`src/rtl/bsg_mul_iterative_issue_pkg.sv`:
```
// Shared types for the RV32M iterative multiplier issue block: opcode and FSM enums,
// request queue entry layout, and signedness decode helpers.
package bsg_mul_iterative_issue_pkg;

   // Entry fields are sized here; keep these equal to the top's width_p / tag_width_p.
   localparam int width_gp     = 32;
   localparam int tag_width_gp = 5;

   typedef enum logic [1:0] {
      eMUL    = 2'd0,
      eMULH   = 2'd1,
      eMULHSU = 2'd2,
      eMULHU  = 2'd3
   } op_e;

   typedef enum logic [1:0] {
      eIDLE = 2'd0,
      eWAIT = 2'd1,
      eOUT  = 2'd2
   } state_e;

   typedef struct packed {
      op_e                     op;
      logic [width_gp-1:0]     opA;
      logic [width_gp-1:0]     opB;
      logic [tag_width_gp-1:0] tag;
   } entry_s;

   function automatic logic op_a_is_signed(input op_e op);
      return (op == eMULH) || (op == eMULHSU);
   endfunction

   function automatic logic op_b_is_signed(input op_e op);
      return (op == eMULH);
   endfunction

endpackage

```
`src/rtl/bsg_mul_iterative_issue_queue.sv`:
```
// els_p-entry request FIFO (v/ready in, v/yumi out); head is registered, no bypass when full.
module bsg_mul_iterative_issue_queue
   import bsg_mul_iterative_issue_pkg::*;
#(
   parameter int els_p = 2
) (
   input  logic   clk_i,
   input  logic   reset_n_i,
   input  logic   v_i,
   input  entry_s data_i,
   output logic   ready_o,
   output logic   v_o,
   output entry_s data_o,
   input  logic   yumi_i
);

   localparam int ptr_w_lp = (els_p > 1) ? $clog2(els_p) : 1;

   entry_s                mem_r [els_p];
   logic [ptr_w_lp-1:0]   wptr_r, rptr_r;
   logic [ptr_w_lp:0]     count_r;
   logic                  enq, deq;

   assign ready_o = (count_r != (ptr_w_lp+1)'(els_p));
   assign v_o     = (count_r != '0);
   assign data_o  = mem_r[rptr_r];
   assign enq     = v_i & ready_o;
   assign deq     = yumi_i & v_o;

   // NOTE: storage is not reset; count_r alone decides which entries are valid.
   always_ff @(posedge clk_i) begin
      if (enq) mem_r[wptr_r] <= data_i;
   end

   // NOTE: sequential state uses non-blocking assignments so every flop samples pre-edge values.
   always_ff @(posedge clk_i or negedge reset_n_i) begin
      if (!reset_n_i) begin
         wptr_r  <= '0;
         rptr_r  <= '0;
         count_r <= '0;
      end else begin
         if (enq) wptr_r <= wptr_r + 1'b1;
         if (deq) rptr_r <= rptr_r + 1'b1;
         case ({enq, deq})
            2'b10:   count_r <= count_r + 1'b1;
            2'b01:   count_r <= count_r - 1'b1;
            default: count_r <= count_r;
         endcase
      end
   end

endmodule

```
`src/rtl/bsg_mul_iterative_issue.sv`:
```
// RV32M MUL/MULH/MULHSU/MULHU issue and result-select front end for an iterative multiplier.
// Optional: BSG_MUL_ITERATIVE_ISSUE_ZERO_BYPASS_EN retires zero-operand requests without the multiplier.
module bsg_mul_iterative_issue
   import bsg_mul_iterative_issue_pkg::*;
#(
   parameter int width_p     = width_gp,
   parameter int tag_width_p = tag_width_gp,
   parameter int els_p       = 2
) (
   input  logic                   clk_i,
   input  logic                   reset_n_i,
   input  logic                   v_i,
   output logic                   ready_o,
   input  logic [1:0]             op_i,
   input  logic [width_p-1:0]     opA_i,
   input  logic [width_p-1:0]     opB_i,
   input  logic [tag_width_p-1:0] tag_i,
   output logic                   v_o,
   output logic [width_p-1:0]     result_o,
   output logic [tag_width_p-1:0] tag_o,
   input  logic                   yumi_i,
   output logic                   mul_v_o,
   input  logic                   mul_ready_i,
   output logic [width_p-1:0]     mul_opA_o,
   output logic [width_p-1:0]     mul_opB_o,
   output logic                   mul_opA_is_signed_o,
   output logic                   mul_opB_is_signed_o,
   input  logic                   mul_v_i,
   input  logic [2*width_p-1:0]   mul_result_i,
   output logic                   mul_yumi_o
);

   entry_s enq_entry, head;
   logic   head_v, head_yumi;

   assign enq_entry = '{op: op_e'(op_i), opA: opA_i, opB: opB_i, tag: tag_i};

   bsg_mul_iterative_issue_queue #(.els_p(els_p)) queue (
      .clk_i     (clk_i),
      .reset_n_i (reset_n_i),
      .v_i       (v_i),
      .data_i    (enq_entry),
      .ready_o   (ready_o),
      .v_o       (head_v),
      .data_o    (head),
      .yumi_i    (head_yumi)
   );

   assign mul_opA_o           = head.opA;
   assign mul_opB_o           = head.opB;
   assign mul_opA_is_signed_o = op_a_is_signed(head.op);
   assign mul_opB_is_signed_o = op_b_is_signed(head.op);

   state_e                 state_r, state_n;
   op_e                    inflight_op_r;
   logic [tag_width_p-1:0] inflight_tag_r, tag_r, tag_n;
   logic [width_p-1:0]     result_r, result_n;
   logic                   load_inflight, load_result;

   // NOTE: every always_comb output gets a default first so no path can infer a latch.
   always_comb begin
      state_n       = state_r;
      mul_v_o       = 1'b0;
      mul_yumi_o    = 1'b0;
      head_yumi     = 1'b0;
      v_o           = 1'b0;
      load_inflight = 1'b0;
      load_result   = 1'b0;
      result_n      = '0;
      tag_n         = '0;
      case (state_r)
         eIDLE: begin
`ifdef BSG_MUL_ITERATIVE_ISSUE_ZERO_BYPASS_EN
            if (head_v && (head.opA == '0 || head.opB == '0)) begin
               head_yumi   = 1'b1;
               load_result = 1'b1;
               tag_n       = head.tag;
               state_n     = eOUT;
            end else
`endif
            begin
               mul_v_o = head_v;
               if (head_v && mul_ready_i) begin
                  head_yumi     = 1'b1;
                  load_inflight = 1'b1;
                  state_n       = eWAIT;
               end
            end
         end
         eWAIT: begin
            mul_yumi_o = mul_v_i;
            if (mul_v_i) begin
               load_result = 1'b1;
               result_n    = (inflight_op_r == eMUL) ? mul_result_i[width_p-1:0]
                                                     : mul_result_i[2*width_p-1:width_p];
               tag_n       = inflight_tag_r;
               state_n     = eOUT;
            end
         end
         eOUT: begin
            v_o = 1'b1;
            if (yumi_i) state_n = eIDLE;
         end
         default: state_n = eIDLE;
      endcase
   end

   always_ff @(posedge clk_i or negedge reset_n_i) begin
      if (!reset_n_i) begin
         state_r        <= eIDLE;
         inflight_op_r  <= eMUL;
         inflight_tag_r <= '0;
         result_r       <= '0;
         tag_r          <= '0;
      end else begin
         state_r <= state_n;
         if (load_inflight) begin
            inflight_op_r  <= head.op;
            inflight_tag_r <= head.tag;
         end
         if (load_result) begin
            result_r <= result_n;
            tag_r    <= tag_n;
         end
      end
   end

   assign result_o = result_r;
   assign tag_o    = tag_r;

endmodule
```
`config.mk`:
```
export PLATFORM = sky130hd
export DESIGN_NAME = bsg_mul_iterative_issue
export DESIGN_NICKNAME = d
export VERILOG_FILES = /design/src/rtl/bsg_mul_iterative_issue_pkg.sv /design/src/rtl/bsg_mul_iterative_issue_queue.sv /design/src/rtl/bsg_mul_iterative_issue.sv
export SDC_FILE = /design/constraint.sdc
export NUM_CORES = 1
export LEC_CHECK = 0
export CAP_MARGIN = 40
export CORE_MARGIN = 1
export CORE_UTILIZATION = 38
export CTS_CLUSTER_SIZE = 20
export DETAILED_ROUTE_END_ITERATION = 12
export PLACE_DENSITY = 0.8
export SLEW_MARGIN = 20
export SYNTH_ARGS = -nofsm -noshare
export SYNTH_HDL_FRONTEND = slang
export SYNTH_SLANG_ARGS = --single-unit
```
`constraint.sdc`:
```
create_clock -name clk_i -period 10.9 [get_ports clk_i]
set_input_delay 1.635 -clock clk_i [delete_from_list [all_inputs] [get_ports clk_i]]
set_output_delay 1.635 -clock clk_i [all_outputs]
set_load 0.05 [all_outputs]
```
# Yosys cells after proc, flatten, opt, wreduce, memory -nomap -nowiden
# Memory sizes are Yosys's and may differ from the RTL's.
# Index checks and enable logic that the tools add are counted.
# classes
reduce_logical	7
order_cmp	0
n_addsub	4
n_div	0
bitwise_logic	2
n_shift	0
mux	19
mul	0
eq_ne	10
# ops
op	n
2-to-1 mux 32 bit	3
2-to-1 mux 5 bit	2
2-to-1 mux 1 bit	9
!= test 2 bit, second input constant	4
equality test 2 x 1 -> 1 bit, second input constant	3
equality test 2 bit, second input constant	3
2-to-1 mux 2 bit	3
one-hot mux 2 bit (3 select lines)	1
logical NOT 2 bit	2
one-hot mux 2 bit (2 select lines)	1
nonzero test 2 bit	2
AND reduction 3 bit	1
adder 1 bit, second input constant	2
adder 2 x 1 -> 2 bit, second input constant	1
bitwise AND 1 bit	2
subtractor 2 x 1 -> 2 bit, second input constant	1
logical AND 1 bit	1
logical OR 1 bit	1
# totals
input_bits	141
output_inout_bits	107
latchBits	0
memories	1
elab_cells	51
reg_bits	50
romBits	0
ram_bits	142
# mem_list
name	depth	width	read_ports	rd_clocked_by_memory_dff	write_ports	line_no	rtl
queue.mem_r	2	71	1	0	1	bsg_mul_iterative_issue_queue.sv:19	entry_s mem_r [els_p];

# Logic depth before layout (Yosys ltp)
# logic_depth
word_depth	7
mapped_depth	8
depth_no_buf	7

# Hierarchy
# From an unflattened synthesis, not the netlist that was laid out.
# unflattened
hier_cells	416
hier_area_um2	7698.6
# modules_own_cells
mod	cells_each	instances	area_each_um2	seq_area_each_um2
bsg_mul_iterative_issue_queue	238	1	5607.9	4364.2
bsg_mul_iterative_issue	178	1	2090.8	1151.1

# Worst setup path after synthesis
# No wires, ideal clock.
# synth_path
path_kind	input -> register
startpoint	in v_i
endpoint	mem queue.mem_r[0][0] (netlist name) (enable)
t_arrival_ns	4.720
path_slack_ns	5.680
t_required_ns	10.399
setup_time_ns	0.501
cell_stages	2
n_path_buf	0
cell_sequence	nand2_1 > nor2_1
# synth_via
elab_chain_len	3
# synth_lines
item	line_no	rtl
start: declaration	bsg_mul_iterative_issue.sv:12	input logic v_i,
bitwise AND 1 bit	bsg_mul_iterative_issue_queue.sv:27	assign enq = v_i & ready_o;
2-to-1 mux 1 bit	bsg_mul_iterative_issue_queue.sv:32	if (enq) mem_r[wptr_r] <= data_i;
2-to-1 mux 1 bit (implied by the code)	bsg_mul_iterative_issue_queue.sv:32	
end: declaration	bsg_mul_iterative_issue_queue.sv:19	
# No other way between the ends.

# Final worst setup path
# layout_path
startpoint	in mul_v_i
endpoint	out mul_yumi_o
# layout_via
elab_chain_len	1
# layout_lines
item	line_no	rtl
start: declaration	bsg_mul_iterative_issue.sv:28	input logic mul_v_i,
2-to-1 mux 1 bit	bsg_mul_iterative_issue.sv:71	case (state_r)
end: declaration	bsg_mul_iterative_issue.sv:30	output logic mul_yumi_o
# No other way between the ends.

==> out/summary.txt <==
Via count: 4,370
Cell Area, Synth: 7810 um2
Critical Path Fanout Max: 2
Setup CP Type: in2out
Top sig layer: met4
Total Routed Length: 16.2 mm
Fin Setup TNS: 0 ns
I/O pin total: 248
Distinct cells, synth: 23
Routed met2 length: 7.94 mm
Metal3 WL: 1.39 mm
Relative slew slack: 0.582
Util after Layout: 0.536
Setup Buffers After CTS: 0
Largest net degree at the start of global routing: 71
ANT nets after route: 0
Drt pass-1 iters: 4
FF+latch count, synth: 192
Residual DRC: 0
CP max stage delay: 0.79 ns
Clock power share: 0.187
Clk pin slew, worst setup/hold paths: 0.07 ns
Clk sink count: 192
HPWL after detailed placement: 11.1 mm
CTS resizes: 0
Post-Route Skew: 0.00865 ns
Site row count: 52
Die Ht: 145 um
Root Buffer: clkbuf_16
Largest delay contributor family on the critical path: buffers and inverters
Avg Cell Area, Syn: 16.3 um2
IO Port Bufs: 247
Initial antenna violation count: 0
Fin cells: 953
RSZ-0062 raised after global routing: no
Min Tclk post-route: 4.75 ns
Initial drt markers: 78
Vias in the first global route: 4,798
Tcrit/Tclk final: 0.436
Seq/Total Area, Yosys: 0.706
Worst-Margin Slew: 0.626 ns
Most frequent CP cell: clkdlybuf4s50_1
Simple-Gate Fraction of Synth Area: 0.0247
Register share of total power: 0.332
Worst-skew pair later-pin latency: 0.42 ns
Cts hold-fix bufs: 0
Compound-cell area share of the yosys netlist: 0.0218
DP Area: 10,200 um2
Crit path buf inv count: 3
Filler instances: 1,637
CP arrival: 3.12 ns
FMAX: 0.210 GHz
Worst setup SP type: primary input
CP Capture Type: primary output
Fin nets: 813
Share of cells above drive strength 1: 0.186
First-pass GRT wire length: 25.6 mm
Placer congestion estimate: 0.789
Max Buffers Root-to-Sink: 2
TritonCTS buffer count: 17
Internal power: 1960 uW
Final Slew Violations: 0
Initial Util: 0.387
Fin. Hold Viols: 0
Die area: 21,100 um2
Synthesized instance count: 480
Max-cap violations: 0
H-Tree Depth: 4
CORE AREA: 20,200 um2
WL/cell: 17.0 um
Final setup fails: 0
Worst vdd ir: 0.167 mV
Critical-path top delay cell: clkdlybuf4s50_1
Switching share of power: 0.417
Overflow after GRT: 0
Hold WS: 0.480 ns
Yosys warning total: 0
M1 wire length: 6.48 mm
Die width: 145 um
Synth Area in XOR/XNOR: 0.00561
CP cell instances: clkdlybuf4s50_1 -> nand3b_1 -> inv_1 -> clkdlybuf4s50_1
Antenna Cells: 0
Pwr/cell area: 311 nW/um2
Synthesized Nets: 623
CTS tree: done
Switch Pwr: 1400 uW
Cells after DPL: 921
Multiplexer share of the synthesized area: 0.163
GRT Total Usage: 0.159
Gate power share: 0.480
Flop-to-flop setup slack: 8.97 ns
Synth Area in Adders: 0.00320
Final std cell area, no fill: 10,800 um2
Largest family of logic cells by synthesized area: multiplexers
Required @ worst endpoint: 9.27 ns
Leak: 0.00396 uW
Status: complete, no violations
Hold Crit Class: reg2reg
Vias per inst: 4.59
Synth-to-Final Area Change: 38.4%
==> worst paths after layout <==
kind / from / to / depth (start not counted)
max: mul_v_i / mul_yumi_o / 4
min: result_o[0]$_DFFE_PN0P_ / result_o[0]$_DFFE_PN0P_ / 2
max reg2reg: queue.count_r[0]$_DFFE_PN0P_ / queue.mem_r[0][30]$_DFFE_PP_ / 5
min reg2reg: result_o[0]$_DFFE_PN0P_ / result_o[0]$_DFFE_PN0P_ / 2
max in group asynchronous: reset_n_i / queue.rptr_r$_DFFE_PN0P_ / 2
min in group asynchronous: reset_n_i / result_o[4]$_DFFE_PN0P_ / 2
==> cell usage in the layout, fill, tap and decap left out <==
cell type	Yosys	layout
edfxtp_1	142	142
mux2_2	75	75
ha_1	2	2
buf_4	64	3
xor2_1	1	1
inv_6	0	2
inv_8	0	4
nor2_2	1	1
dfrtp_4	0	1
or4b_4	1	1
clkinvlp_4	0	1
xnor2_1	4	4
inv_1	5	5
clkinv_8	0	3
nand3b_1	1	1
buf_16	0	3
clkinv_2	0	1
nor2_1	3	1
mux2_4	6	6
nand2b_1	3	3
mux2i_1	34	34
clkbuf_16	0	19
dfrtp_1	50	49
clkdlybuf4s50_1	0	246
nor2_4	0	2
buf_2	10	1
buf_12	0	1
o21ai_0	34	34
nor3_1	1	1
and3_4	0	1
clkinv_4	0	1
nand2_1	33	33
inv_4	0	1
==> final cells by class <==
type / count / area (um2) / share of cell area
well taps: 270 / 338 / 0.0313
clock buffers: 19 / 475 / 0.0440
multi-input cells: 200 / 1730 / 0.160
inverters: 5 / 18.8 / 0.00174
repair buffers: 254 / 2590 / 0.240
clock inverters: 13 / 139 / 0.0128
flip-flops and latches: 192 / 5520 / 0.511
==> power by group through the flow <==
stage	sequential [uW]	clock [uW]	combinational, uW
after global routing	1140	677	1700
final	1120	630	1610
after detailed placement	1140	0	1630
after global placement	1160	0	1550
after CTS	1120	652	1630
after floorplan	1330	0	1020
==> worst reg2reg max path, cell delays in order (launching register included) <==
cell      delay [ns]
dfrtp_1         0.42
nand2b_1        0.19
nand2_1         0.16
nor2_4          0.10
buf_4           0.42
buf_16          0.28
==> synth_stat cells <==
library cell | count | area, um2
buf_4 | 64 | 480
edfxtp_1 | 142 | 4260
nand2_1 | 33 | 124
mux2_2 | 75 | 845
clkbuf_1 | 7 | 26.3
mux2i_1 | 34 | 340
dfrtp_1 | 50 | 1250
xor2_1 | 1 | 8.76
xnor2_1 | 4 | 35.0
nand2b_1 | 3 | 18.8
nor2_2 | 1 | 6.26
nor3_1 | 1 | 5.00
buf_6 | 1 | 11.3
o21ai_0 | 34 | 170
or4b_4 | 1 | 13.8
inv_1 | 5 | 18.8
buf_1 | 1 | 3.75
ha_1 | 2 | 25.0
nor2_1 | 3 | 11.3
nand3b_1 | 1 | 7.51
mux2_4 | 6 | 90.1
buf_2 | 10 | 50.1
and3_1 | 1 | 6.26
==> stage by stage <==
step / setup slack (ns) / power, uW
2_1_floorplan: 5.68 / 2350
6_report: 6.15 / 3360
5_1_grt: 6.13 / 3520
3_5_place_dp: 6.15 / 2760
4_1_cts: 6.14 / 3410
3_3_place_gp: 6.16 / 2710
==> routing by layer <==
layer  vias to the layer above  global-route usage
li1                       2065                   -
met1                      2098               0.181
met2                       184               0.272
met3                        23              0.0639
met4                         0              0.0579
met5                         -                   0
==> cell families (layout without fill, tap and decap cells) <==
kind of cell / Yosys count / after routing
DFF: 192 / 192
muxes: 115 / 115
buffers and inverters: 88 / 291
and+or+nand+nor: 44 / 44
AOI/OAI and AO/OA: 34 / 34
xor gates and xnor gates: 5 / 5
adders and majority gates: 2 / 2
==> registers in the layout, indices dropped and copies added, names as in the netlist <==
name / flops
inflight_op_r: 2
tag_o: 5
queue.count_r: 2
state_r: 2
queue.rptr_r: 1
queue.mem_r: 142
queue.wptr_r: 1
inflight_tag_r: 5
result_o: 32
Note: power is estimated with default switching activity, not from simulation.
